$ cat src/rtl/reset_seq_pkg.sv
// Shared types and constants for the staged reset sequencer.
// Contents: FSM state encoding, default parameter values, counter width helper.
package reset_seq_pkg;

   typedef enum logic [1:0] {
      ST_ASSERT  = 2'd0,
      ST_RELEASE = 2'd1,
      ST_DONE    = 2'd2
   } state_t;

   localparam int unsigned DEF_NUM_STAGES      = 4;
   localparam int unsigned DEF_MIN_ASSERT      = 16;
   localparam int unsigned DEF_STAGE_GAP       = 8;
   localparam int unsigned DEF_DEBOUNCE_CYCLES = 4;

   // Width of a counter that must hold values up to max(a, b).
   function automatic int unsigned cnt_width(input int unsigned a, input int unsigned b);
      int unsigned m;
      m = (a > b) ? a : b;
      return $clog2(m + 1);
   endfunction

endpackage

$ cat src/rtl/reset_seq_ctrl_if.sv
// Request/status bundle between the reset source side and the sequencer.
//   SW_RST_REQ : software reset request, one-cycle pulse (to sequencer)
//   BTN_N      : asynchronous push-button, active-low (to sequencer)
//   RST_OUT_N  : staged active-low block resets (from sequencer)
//   RST_BUSY   : any stage still held in reset (from sequencer)
//   RST_DONE   : all stages released (from sequencer)
// master = reset source / observer side, slave = reset_seq_ctrl.
interface reset_seq_ctrl_if
   import reset_seq_pkg::*;
#(
   parameter int unsigned NUM_STAGES = DEF_NUM_STAGES
);

   logic                  SW_RST_REQ;
   logic                  BTN_N;
   logic [NUM_STAGES-1:0] RST_OUT_N;
   logic                  RST_BUSY;
   logic                  RST_DONE;

   modport master (
      output SW_RST_REQ,
      output BTN_N,
      input  RST_OUT_N,
      input  RST_BUSY,
      input  RST_DONE
   );

   modport slave (
      input  SW_RST_REQ,
      input  BTN_N,
      output RST_OUT_N,
      output RST_BUSY,
      output RST_DONE
   );

endinterface

$ cat src/rtl/reset_seq_ctrl_btn_debounce.sv
// Push-button conditioning: 2-flop synchronizer, optionally followed by a
// stable-level debounce filter (compile-time macro RESET_SEQ_DEBOUNCE_EN).
//   CLOCK   : system clock
//   RESET   : async active-low reset
//   btn_n   : raw asynchronous button, active-low
//   pressed : registered conditioned pressed level (1 = pressed)
// Latency from button edge to pressed: 2 edges, or 2+DEBOUNCE_CYCLES with
// the filter compiled in.
module btn_debounce
   import reset_seq_pkg::*;
#(
   parameter int unsigned DEBOUNCE_CYCLES = DEF_DEBOUNCE_CYCLES
) (
   input  logic CLOCK,
   input  logic RESET,
   input  logic btn_n,
   output logic pressed
);

   if (DEBOUNCE_CYCLES < 1) begin : g_bad_debounce
      $error("btn_debounce: DEBOUNCE_CYCLES must be >= 1");
   end

   logic btn_meta;
   logic btn_sync;

   // Synchronizer stores the pressed polarity so the idle value is 0.
   always_ff @(posedge CLOCK or negedge RESET) begin
      if (!RESET) begin
         btn_meta <= 1'b0;
         btn_sync <= 1'b0;
      end else begin
         btn_meta <= ~btn_n;
         btn_sync <= btn_meta;
      end
   end

`ifdef RESET_SEQ_DEBOUNCE_EN
   localparam int unsigned DB_W = $clog2(DEBOUNCE_CYCLES + 1);
   localparam logic [DB_W-1:0] DB_LAST = DB_W'(DEBOUNCE_CYCLES - 1);

   logic [DB_W-1:0] db_cnt;

   // Accept a new level only after it has differed for DEBOUNCE_CYCLES edges.
   always_ff @(posedge CLOCK or negedge RESET) begin
      if (!RESET) begin
         db_cnt  <= '0;
         pressed <= 1'b0;
      end else if (btn_sync != pressed) begin
         if (db_cnt == DB_LAST) begin
            pressed <= btn_sync;
            db_cnt  <= '0;
         end else begin
            db_cnt <= db_cnt + DB_W'(1);
         end
      end else begin
         db_cnt <= '0;
      end
   end
`else
   assign pressed = btn_sync;
`endif

endmodule

$ cat src/rtl/reset_seq_ctrl.sv
// Staged reset sequencer. Merges a software pulse and a push-button into one
// request, holds all block resets low for at least MIN_ASSERT edges, then
// releases RST_OUT_N[0..NUM_STAGES-1] in order, STAGE_GAP edges apart.
//   CLOCK : system clock (rising edge)
//   RESET : async active-low reset
//   bus   : reset_seq_ctrl_if.slave (SW_RST_REQ, BTN_N in; RST_OUT_N,
//           RST_BUSY, RST_DONE out, all outputs registered)
// Optional button debounce: define RESET_SEQ_DEBOUNCE_EN.
module reset_seq_ctrl
   import reset_seq_pkg::*;
#(
   parameter int unsigned NUM_STAGES      = DEF_NUM_STAGES,
   parameter int unsigned MIN_ASSERT      = DEF_MIN_ASSERT,
   parameter int unsigned STAGE_GAP       = DEF_STAGE_GAP,
   parameter int unsigned DEBOUNCE_CYCLES = DEF_DEBOUNCE_CYCLES
) (
   input  logic            CLOCK,
   input  logic            RESET,
   reset_seq_ctrl_if.slave bus
);

   localparam int unsigned CNT_W = cnt_width(MIN_ASSERT, STAGE_GAP);
   localparam int unsigned STG_W = $clog2(NUM_STAGES + 1);

   localparam logic [CNT_W-1:0] CNT_MAX     = '1;
   localparam logic [CNT_W-1:0] ASSERT_LAST = CNT_W'(MIN_ASSERT - 1);
   localparam logic [CNT_W-1:0] GAP_LAST    = CNT_W'(STAGE_GAP - 1);
   localparam logic [STG_W-1:0] STAGE_LAST  = STG_W'(NUM_STAGES - 1);

   if (NUM_STAGES < 1 || NUM_STAGES > 16) begin : g_bad_stages
      $error("reset_seq_ctrl: NUM_STAGES must be in 1..16");
   end
   if (MIN_ASSERT < 1) begin : g_bad_assert
      $error("reset_seq_ctrl: MIN_ASSERT must be >= 1");
   end
   if (STAGE_GAP < 1) begin : g_bad_gap
      $error("reset_seq_ctrl: STAGE_GAP must be >= 1");
   end

   state_t                state_q, state_d;
   logic [CNT_W-1:0]      cnt_q, cnt_d;
   logic [STG_W-1:0]      stage_q, stage_d;
   logic [NUM_STAGES-1:0] out_q, out_d;
   logic                  busy_q, busy_d;
   logic                  done_q, done_d;

   logic                  btn_pressed;
   logic                  req_c;
   logic [CNT_W-1:0]      cnt_inc_c;

   // Button conditioning (synchronizer + optional debounce).
   btn_debounce #(
      .DEBOUNCE_CYCLES (DEBOUNCE_CYCLES)
   ) u_btn_debounce (
      .CLOCK   (CLOCK),
      .RESET   (RESET),
      .btn_n   (bus.BTN_N),
      .pressed (btn_pressed)
   );

   // A held button is a continuous request.
   assign req_c = bus.SW_RST_REQ | btn_pressed;

   // Saturating increment; the counter never wraps.
   assign cnt_inc_c = (cnt_q == CNT_MAX) ? cnt_q : cnt_q + CNT_W'(1);

   // State, counters and output registers.
   always_ff @(posedge CLOCK or negedge RESET) begin
      if (!RESET) begin
         state_q <= ST_ASSERT;
         cnt_q   <= '0;
         stage_q <= '0;
         out_q   <= '0;
         busy_q  <= 1'b1;
         done_q  <= 1'b0;
      end else begin
         state_q <= state_d;
         cnt_q   <= cnt_d;
         stage_q <= stage_d;
         out_q   <= out_d;
         busy_q  <= busy_d;
         done_q  <= done_d;
      end
   end

   // Next-state and next-output logic; a request overrides every state.
   always_comb begin
      state_d = state_q;
      cnt_d   = cnt_q;
      stage_d = stage_q;
      out_d   = out_q;
      busy_d  = busy_q;
      done_d  = done_q;

      if (req_c) begin
         state_d = ST_ASSERT;
         cnt_d   = '0;
         stage_d = '0;
         out_d   = '0;
         busy_d  = 1'b1;
         done_d  = 1'b0;
      end else begin
         case (state_q)
            ST_ASSERT: begin
               if (cnt_q == ASSERT_LAST) begin
                  cnt_d    = '0;
                  out_d[0] = 1'b1;
                  stage_d  = STG_W'(1);
                  if (NUM_STAGES == 1) begin
                     state_d = ST_DONE;
                     busy_d  = 1'b0;
                     done_d  = 1'b1;
                  end else begin
                     state_d = ST_RELEASE;
                  end
               end else begin
                  cnt_d = cnt_inc_c;
               end
            end

            ST_RELEASE: begin
               if (cnt_q == GAP_LAST) begin
                  cnt_d   = '0;
                  stage_d = stage_q + STG_W'(1);
                  for (int unsigned i = 0; i < NUM_STAGES; i++) begin
                     if (stage_q == STG_W'(i)) begin
                        out_d[i] = 1'b1;
                     end
                  end
                  if (stage_q == STAGE_LAST) begin
                     state_d = ST_DONE;
                     busy_d  = 1'b0;
                     done_d  = 1'b1;
                  end
               end else begin
                  cnt_d = cnt_inc_c;
               end
            end

            ST_DONE: begin
               out_d  = '1;
               busy_d = 1'b0;
               done_d = 1'b1;
            end

            default: begin
               state_d = ST_ASSERT;
               cnt_d   = '0;
               stage_d = '0;
               out_d   = '0;
               busy_d  = 1'b1;
               done_d  = 1'b0;
            end
         endcase
      end
   end

   assign bus.RST_OUT_N = out_q;
   assign bus.RST_BUSY  = busy_q;
   assign bus.RST_DONE  = done_q;

endmodule

$ cat src/flat_wrapper.sv
// flat-port wrapper written by rule: the top's interface ports become plain ports
module reset_seq_ctrl_flat import reset_seq_pkg::*;
#(
   parameter int unsigned NUM_STAGES      = DEF_NUM_STAGES,
   parameter int unsigned MIN_ASSERT      = DEF_MIN_ASSERT,
   parameter int unsigned STAGE_GAP       = DEF_STAGE_GAP,
   parameter int unsigned DEBOUNCE_CYCLES = DEF_DEBOUNCE_CYCLES
)
  (CLOCK, RESET, bus_SW_RST_REQ, bus_BTN_N, bus_RST_OUT_N, bus_RST_BUSY, bus_RST_DONE);
  reset_seq_ctrl_if #(.NUM_STAGES(NUM_STAGES)) bus_i ();
  input  logic CLOCK;
  input  logic RESET;
  input wire logic [$bits(bus_i.SW_RST_REQ)-1:0] bus_SW_RST_REQ;
  input wire logic [$bits(bus_i.BTN_N)-1:0] bus_BTN_N;
  output wire logic [$bits(bus_i.RST_OUT_N)-1:0] bus_RST_OUT_N;
  output wire logic [$bits(bus_i.RST_BUSY)-1:0] bus_RST_BUSY;
  output wire logic [$bits(bus_i.RST_DONE)-1:0] bus_RST_DONE;
  assign bus_i.SW_RST_REQ = bus_SW_RST_REQ;
  assign bus_i.BTN_N = bus_BTN_N;
  assign bus_RST_OUT_N = bus_i.RST_OUT_N;
  assign bus_RST_BUSY = bus_i.RST_BUSY;
  assign bus_RST_DONE = bus_i.RST_DONE;
  reset_seq_ctrl #(.NUM_STAGES(NUM_STAGES), .MIN_ASSERT(MIN_ASSERT), .STAGE_GAP(STAGE_GAP), .DEBOUNCE_CYCLES(DEBOUNCE_CYCLES)) u_core (.CLOCK(CLOCK), .RESET(RESET), .bus(bus_i));
endmodule
$ cat config.mk
export PLATFORM = sky130hd
export DESIGN_NAME = reset_seq_ctrl_flat
export DESIGN_NICKNAME = d
export VERILOG_FILES = /design/src/rtl/reset_seq_pkg.sv /design/src/rtl/reset_seq_ctrl_if.sv /design/src/rtl/reset_seq_ctrl_btn_debounce.sv /design/src/rtl/reset_seq_ctrl.sv /design/src/flat_wrapper.sv
export SDC_FILE = /design/constraint.sdc
export NUM_CORES = 1
export LEC_CHECK = 0
export CAP_MARGIN = 10
export CORE_UTILIZATION = 50
export DETAILED_ROUTE_END_ITERATION = 6
export PLACE_DENSITY = 0.85
export SLEW_MARGIN = 20
export SYNTH_ARGS = -nofsm -noshare
export SYNTH_HDL_FRONTEND = slang
export SYNTH_SLANG_ARGS = --single-unit
$ cat constraint.sdc
create_clock -name CLOCK -period 1.76 [get_ports CLOCK]
set_clock_uncertainty 0.1 [all_clocks]
set_input_delay 0.176 -clock CLOCK [delete_from_list [all_inputs] [get_ports CLOCK]]
set_output_delay 0.176 -clock CLOCK [all_outputs]
set_load 0.005 [all_outputs]
# ---- Word-level counts from Yosys, hierarchy flattened
# Cells that the tools add are included.
dict set report totals {
  word_cells 69
  in_bits 4
  romBits 0
  reg_bits 18
  ram_bits 0
  mem_count 0
  latchBits 0
}
dict set report classes {
  muxes 30
  magnitude_cmp 0
  n_addsub 2
  reduce_logical 8
  shift 0
  mul 0
  n_bitwise 2
  div_mod_pow 0
  n_eq_ne 16
}
# op n
set ops {}
lappend ops {{$mux W5} 4}
lappend ops {{$ne A3 B1 Y1 const B} 6}
lappend ops {{$pmux W3 S3} 2}
lappend ops {{$pmux W5 S3} 1}
lappend ops {{$reduce_and A3 Y1} 5}
lappend ops {{$mux W1} 10}
lappend ops {{$mux W3} 3}
lappend ops {{$pmux W1 S3} 3}
lappend ops {{$mux W2} 4}
lappend ops {{$mux W4} 2}
lappend ops {{$eq A3 B2 Y1 const B} 2}
lappend ops {{$pmux W2 S3} 1}
lappend ops {{$add A5 B1 Y5 const B} 1}
lappend ops {{$eq A5 B3 Y1 const B} 1}
lappend ops {{$eq A5 B4 Y1 const B} 1}
lappend ops {{$eq A5 B5 Y1 const B} 1}
lappend ops {{$ne A2 B1 Y1 const B} 2}
lappend ops {{$reduce_and A4 Y1} 1}
lappend ops {{$add A3 B1 Y3 const B} 1}
lappend ops {{$eq A3 B1 Y1 const B} 1}
lappend ops {{$logic_not A3 Y1} 1}
lappend ops {{$eq A2 B1 Y1 const B} 1}
lappend ops {{$eq A2 B2 Y1 const B} 1}
lappend ops {{$logic_not A2 Y1} 1}
lappend ops {{2 further kinds} 2}

# ---- Longest topological paths before layout
dict set report depth {
  word_depth 5
  depth_mapped 6
  mapped_depth_nobuf 6
}

# ---- Hierarchy
# From an unflattened synthesis, not the netlist that was laid out.
dict set report hier_totals {
  cells_unflattened 104
  hier_area_um2 1057.3
}
# mod seq_area_each_um2 cells_each n_inst area_per_inst_um2
set by_module_without_submodules {}
lappend by_module_without_submodules {reset_seq_ctrl 376.6 101 1 1003.5}
lappend by_module_without_submodules {btn_debounce 50.0 3 1 53.8}

# ---- Worst setup path after synthesis
# No wires, ideal clock.
dict set report synth_timing {
  path_type {reg-to-reg}
  from {reg u_core.stage_q[0]}
  to {reg u_core.busy_q (netlist: u_core.bus.RST_BUSY)}
  slack_ns -0.115
  required_time_ns 1.575
  t_arrival_ns 1.690
  synth_period_minus_slack_ns 1.875
  path_stages_with_launch 7
  path_buffers 0
  cell_sequence {dfrtp_1 > ha_1 > ha_1 > inv_1 > or4_1 > a21oi_2 > mux2_1}
}
dict set report synth_between {
  elab_chain_len 3
}
# element line
set synth_rtl {}
lappend synth_rtl {{start: declaration} reset_seq_ctrl.sv:42} ;# logic [STG_W-1:0] stage_q, stage_d;
lappend synth_rtl {{start signal: assignment} reset_seq_ctrl.sv:79} ;# stage_q <= stage_d;
lappend synth_rtl {{$eq A3 B2 Y1} reset_seq_ctrl.sv:130} ;# if (stage_q == STAGE_LAST) begin
lappend synth_rtl {{$ne A3 B1 Y1 (no line)} --}
lappend synth_rtl {{$reduce_and A3 Y1 (no line)} --}
lappend synth_rtl {{end signal: assignment} reset_seq_ctrl.sv:81} ;# busy_q <= busy_d;
lappend synth_rtl {{end: declaration} reset_seq_ctrl.sv:44} ;# logic busy_q, busy_d;
# No other way between the ends.
# A chain may end at the register's enable or synchronous reset.

# ---- Worst setup path in the final report
dict set report layout_timing {
  from {reg u_core.stage_q[1]}
  to {reg u_core.busy_q (netlist: u_core.bus.RST_BUSY)}
}
# Same word-level chain as after synthesis.

==> reports/qor.txt <==
reg2reg path depth = 6
kind of critical path = reg -> reg
reg-to-reg slack, setup = -0.03 ns
unrepaired setup endpoints after global routing = yes
Worst Hold Class = in -> async
failing checks = negative setup slack
critical path arrival = 1.94 ns
pins over their slew limit = 0
VDD IR max = 663 µV
PortBufs = 9
maximum clock rate = 557 MHz
clock root buffer = clkbuf_4
num ports = 10
DRC viols = 0
Final Cycle Share = 102%
initial antenna violation count = 0
die area = 2260 µm²
Final Hold Vio Count = 0
Post-synth ARST share = 100%
routability cong. = 0.845
Mapped Avg Cell Area = 9.41 µm²
DRT Pass-1 Iters = 4
DR WL/cell = 15.1 µm
Synth Cell Area = 1030 µm²
Initial Utilization = 52.7%
Via density = 5.53
fin worst setup slack = -0.0346 ns
fill cell count = 133
final core utilization = 76.4%
Critical Path RT = 1.91 ns
Final HPWL DP = 1.77 mm
final hold slack = 0.0715 ns
dominant synthesized flop cell = dfrtp_1
Die W = 47.5 µm
TritonCTS Sinks = 17
flops & latches, synth = 17
Synth top area share = 38.7%
Max Cap Viol = 0
Total Power = 0.668 mW
pwr dens = 446 nW/µm²
Slew @ Worst Pin = 0.455 ns
Power Internal = 0.500 mW
R2R Path Start = u_core.stage_q[1]$_DFFE_PN0P_
CTS Buf Count = 3
Cell Area, Placed = 1340 µm²
clk_lat worst skew = 0.30 ns
number of synthesized flops with an enable pin = 0
Setup Viol. Count Final = 2
switching pwr = 0.169 mW
Antenna diodes = 0
Clk pin slew, worst setup/hold paths = 0.11 ns
register area share after synthesis = 41.2%
GRT Overall Usage = 25.2%
die span in y = 47.5 µm
Switching Fraction = 25.3%
initial DRC count = 28
Site Rows = 16
LEAKAGE = 0.637 nW
Max-Slew Margin vs Limit = 69.5%
power share of the combinational group = 6.0%
Net Count, Synth = 125
clock network fraction of total power = 34.4%
# nets final = 164
Sequential Power Share = 59.6%
cell count after synthesis = 110
distinct cell type count after synthesis = 35
Max Fanout on Critical Path = 2
first-pass GRT wire length = 3.83 mm
Reg2Reg Capture Point = u_core.bus.RST_BUSY$_DFFE_PN1P_
YS warnings = 0
register area = 427 µm²
detailed-route via count = 967
status = finished with violations
H-tree levels = 1
Overflow after GRT = 0
CORE AREA = 1960 µm²
top cells by area, synth = dfrtp_1 (39%), ha_1 (13%), a21oi_1 (4.4%)
final WL = 2.64 mm
most numerous cell in the Yosys netlist = dfrtp_1
area occupied by multi-input gates = 663 µm²
share of cells above drive strength 1 = 37.2%
largest net degree at the start of global routing = 12
fin crit period = 1.79 ns
Design Area, Final = 1500 µm²
Post-synth top cells = dfrtp_1 (16), ha_1 (11), a21oi_1 (9), inv_1 (9), nor2_1 (8)
Clock Path Buffers = 2
ANT nets after route = 0
Syn-to-layout area delta = 44.9%
post-synth top area cell = dfrtp_1
CP endpoint kind = register
CTS tree = built
vias in the first global route = 847
Worst setup SP type = register
-- sequential cells by signal, indices dropped and copies added, names as in the netlist --
name / count
u_core.bus.RST_BUSY: 1
u_core.bus.RST_DONE: 1
u_core.bus.RST_OUT_N: 3
u_core.cnt_q: 5
u_core.stage_q: 3
u_core.state_q: 2
u_core.u_btn_debounce.btn_meta: 1
u_core.u_btn_debounce.pressed: 1
-- area by class of cell --
cell class	count	share of cell area, %
multi-input combinational	80	44.2
sequential	17	28.5
timing repair buffer	38	20.8
inverter	9	2.25
tap	27	2.25
clock buffer	3	1.50
clock inverter	1	0.501
-- how the worst max path moves through the flow --
stage / startpoint / cells after the start / endpoint
after detailed placement: u_core.state_q[1]$_DFFE_PN0P_ / 6 / u_core.stage_q[0]$_DFFE_PN0P_
after global placement: u_core.state_q[1]$_DFFE_PN0P_ / 6 / u_core.stage_q[0]$_DFFE_PN0P_
after global routing: u_core.stage_q[1]$_DFFE_PN0P_ / 7 / u_core.bus.RST_DONE$_DFFE_PN0P_
final: u_core.stage_q[1]$_DFFE_PN0P_ / 6 / u_core.bus.RST_BUSY$_DFFE_PN1P_
after floorplan: u_core.stage_q[0]$_DFFE_PN0P_ / 6 / u_core.bus.RST_BUSY$_DFFE_PN1P_
after CTS: u_core.stage_q[0]$_DFFE_PN0P_ / 7 / u_core.bus.RST_DONE$_DFFE_PN0P_
-- cell usage in the layout, fill, tap and decap left out, types with 2 or more instances in the layout --
cell type and n:
a31oi_1 2, buf_4 28, nand3_1 5, ha_4 4, or2_2 2, clkdlybuf4s50_1 9, a21oi_1 6, nor3_1 5
nand2_1 4, o21ai_1 2, dfrtp_1 16, inv_2 3, nor2_1 8, clkbuf_4 3, a211oi_1 3, a32o_1 2
a21oi_2 3, o21ai_0 6, inv_1 6, or3_1 4, ha_1 6
-- kinds of logic (layout without fill, tap and decap cells) --
logic type	Yosys count	after routing	synth area share (%)
AO/OA/AOI/OAI	28	28	16.7
multiplexers	2	2	2.06
buffers and inverters	13	51	5.20
flip-flops	17	17	41.2
AND/OR/NAND/NOR	39	39	21.5
adder cells (fa/ha/maj)	11	11	13.3
-- worst max-delay path, cell delays in order, from the launching register on --
cell,delay (ns)
dfrtp_1,0.38
ha_2,0.20
ha_4,0.13
inv_2,0.04
or4_4,0.42
a21oi_4,0.16
mux2_4,0.31
-- per-layer routing --
layer	vias to the layer above	part of all wire, %	track usage (%)	routed length, µm
met5	-	0	0	0
met4	0	2.2	8.00	59
met3	8	3.8	4.53	101
met2	25	50	39.7	1320
met1	462	44	35.3	1150
li1	472	-	-	-
-- metrics by stage --
stage | setup WS (ns) | instances | TNS (ns)
detailed placement | -0.113 | 165 | -0.161
global route | -0.0951 | 175 | -0.267
CTS | -0.0293 | 171 | -0.0531
finish | -0.0346 | 175 | -0.0597
global placement | 0.0213 | 165 | 0
floorplan | -0.0417 | 110 | -0.0417
-- repair_timing --
action / CTS / global route
hold buffers: 0 / 0
pin swaps: 3 / 2
buffers inserted: 2 / 4
resized for setup: 8 / 11
endpoints found under the setup margin: 7 / 8
-- power by group through the flow --
stage / sequential [mW] / clock (mW) / combinational (mW)
after floorplan: 0.406 / 0 / 0.0132
after global placement: 0.405 / 0 / 0.0386
after detailed placement: 0.406 / 0 / 0.0399
after CTS: 0.398 / 0.233 / 0.0403
after global routing: 0.399 / 0.251 / 0.0448
final: 0.398 / 0.230 / 0.0400
(Power assumes the default switching activity.)
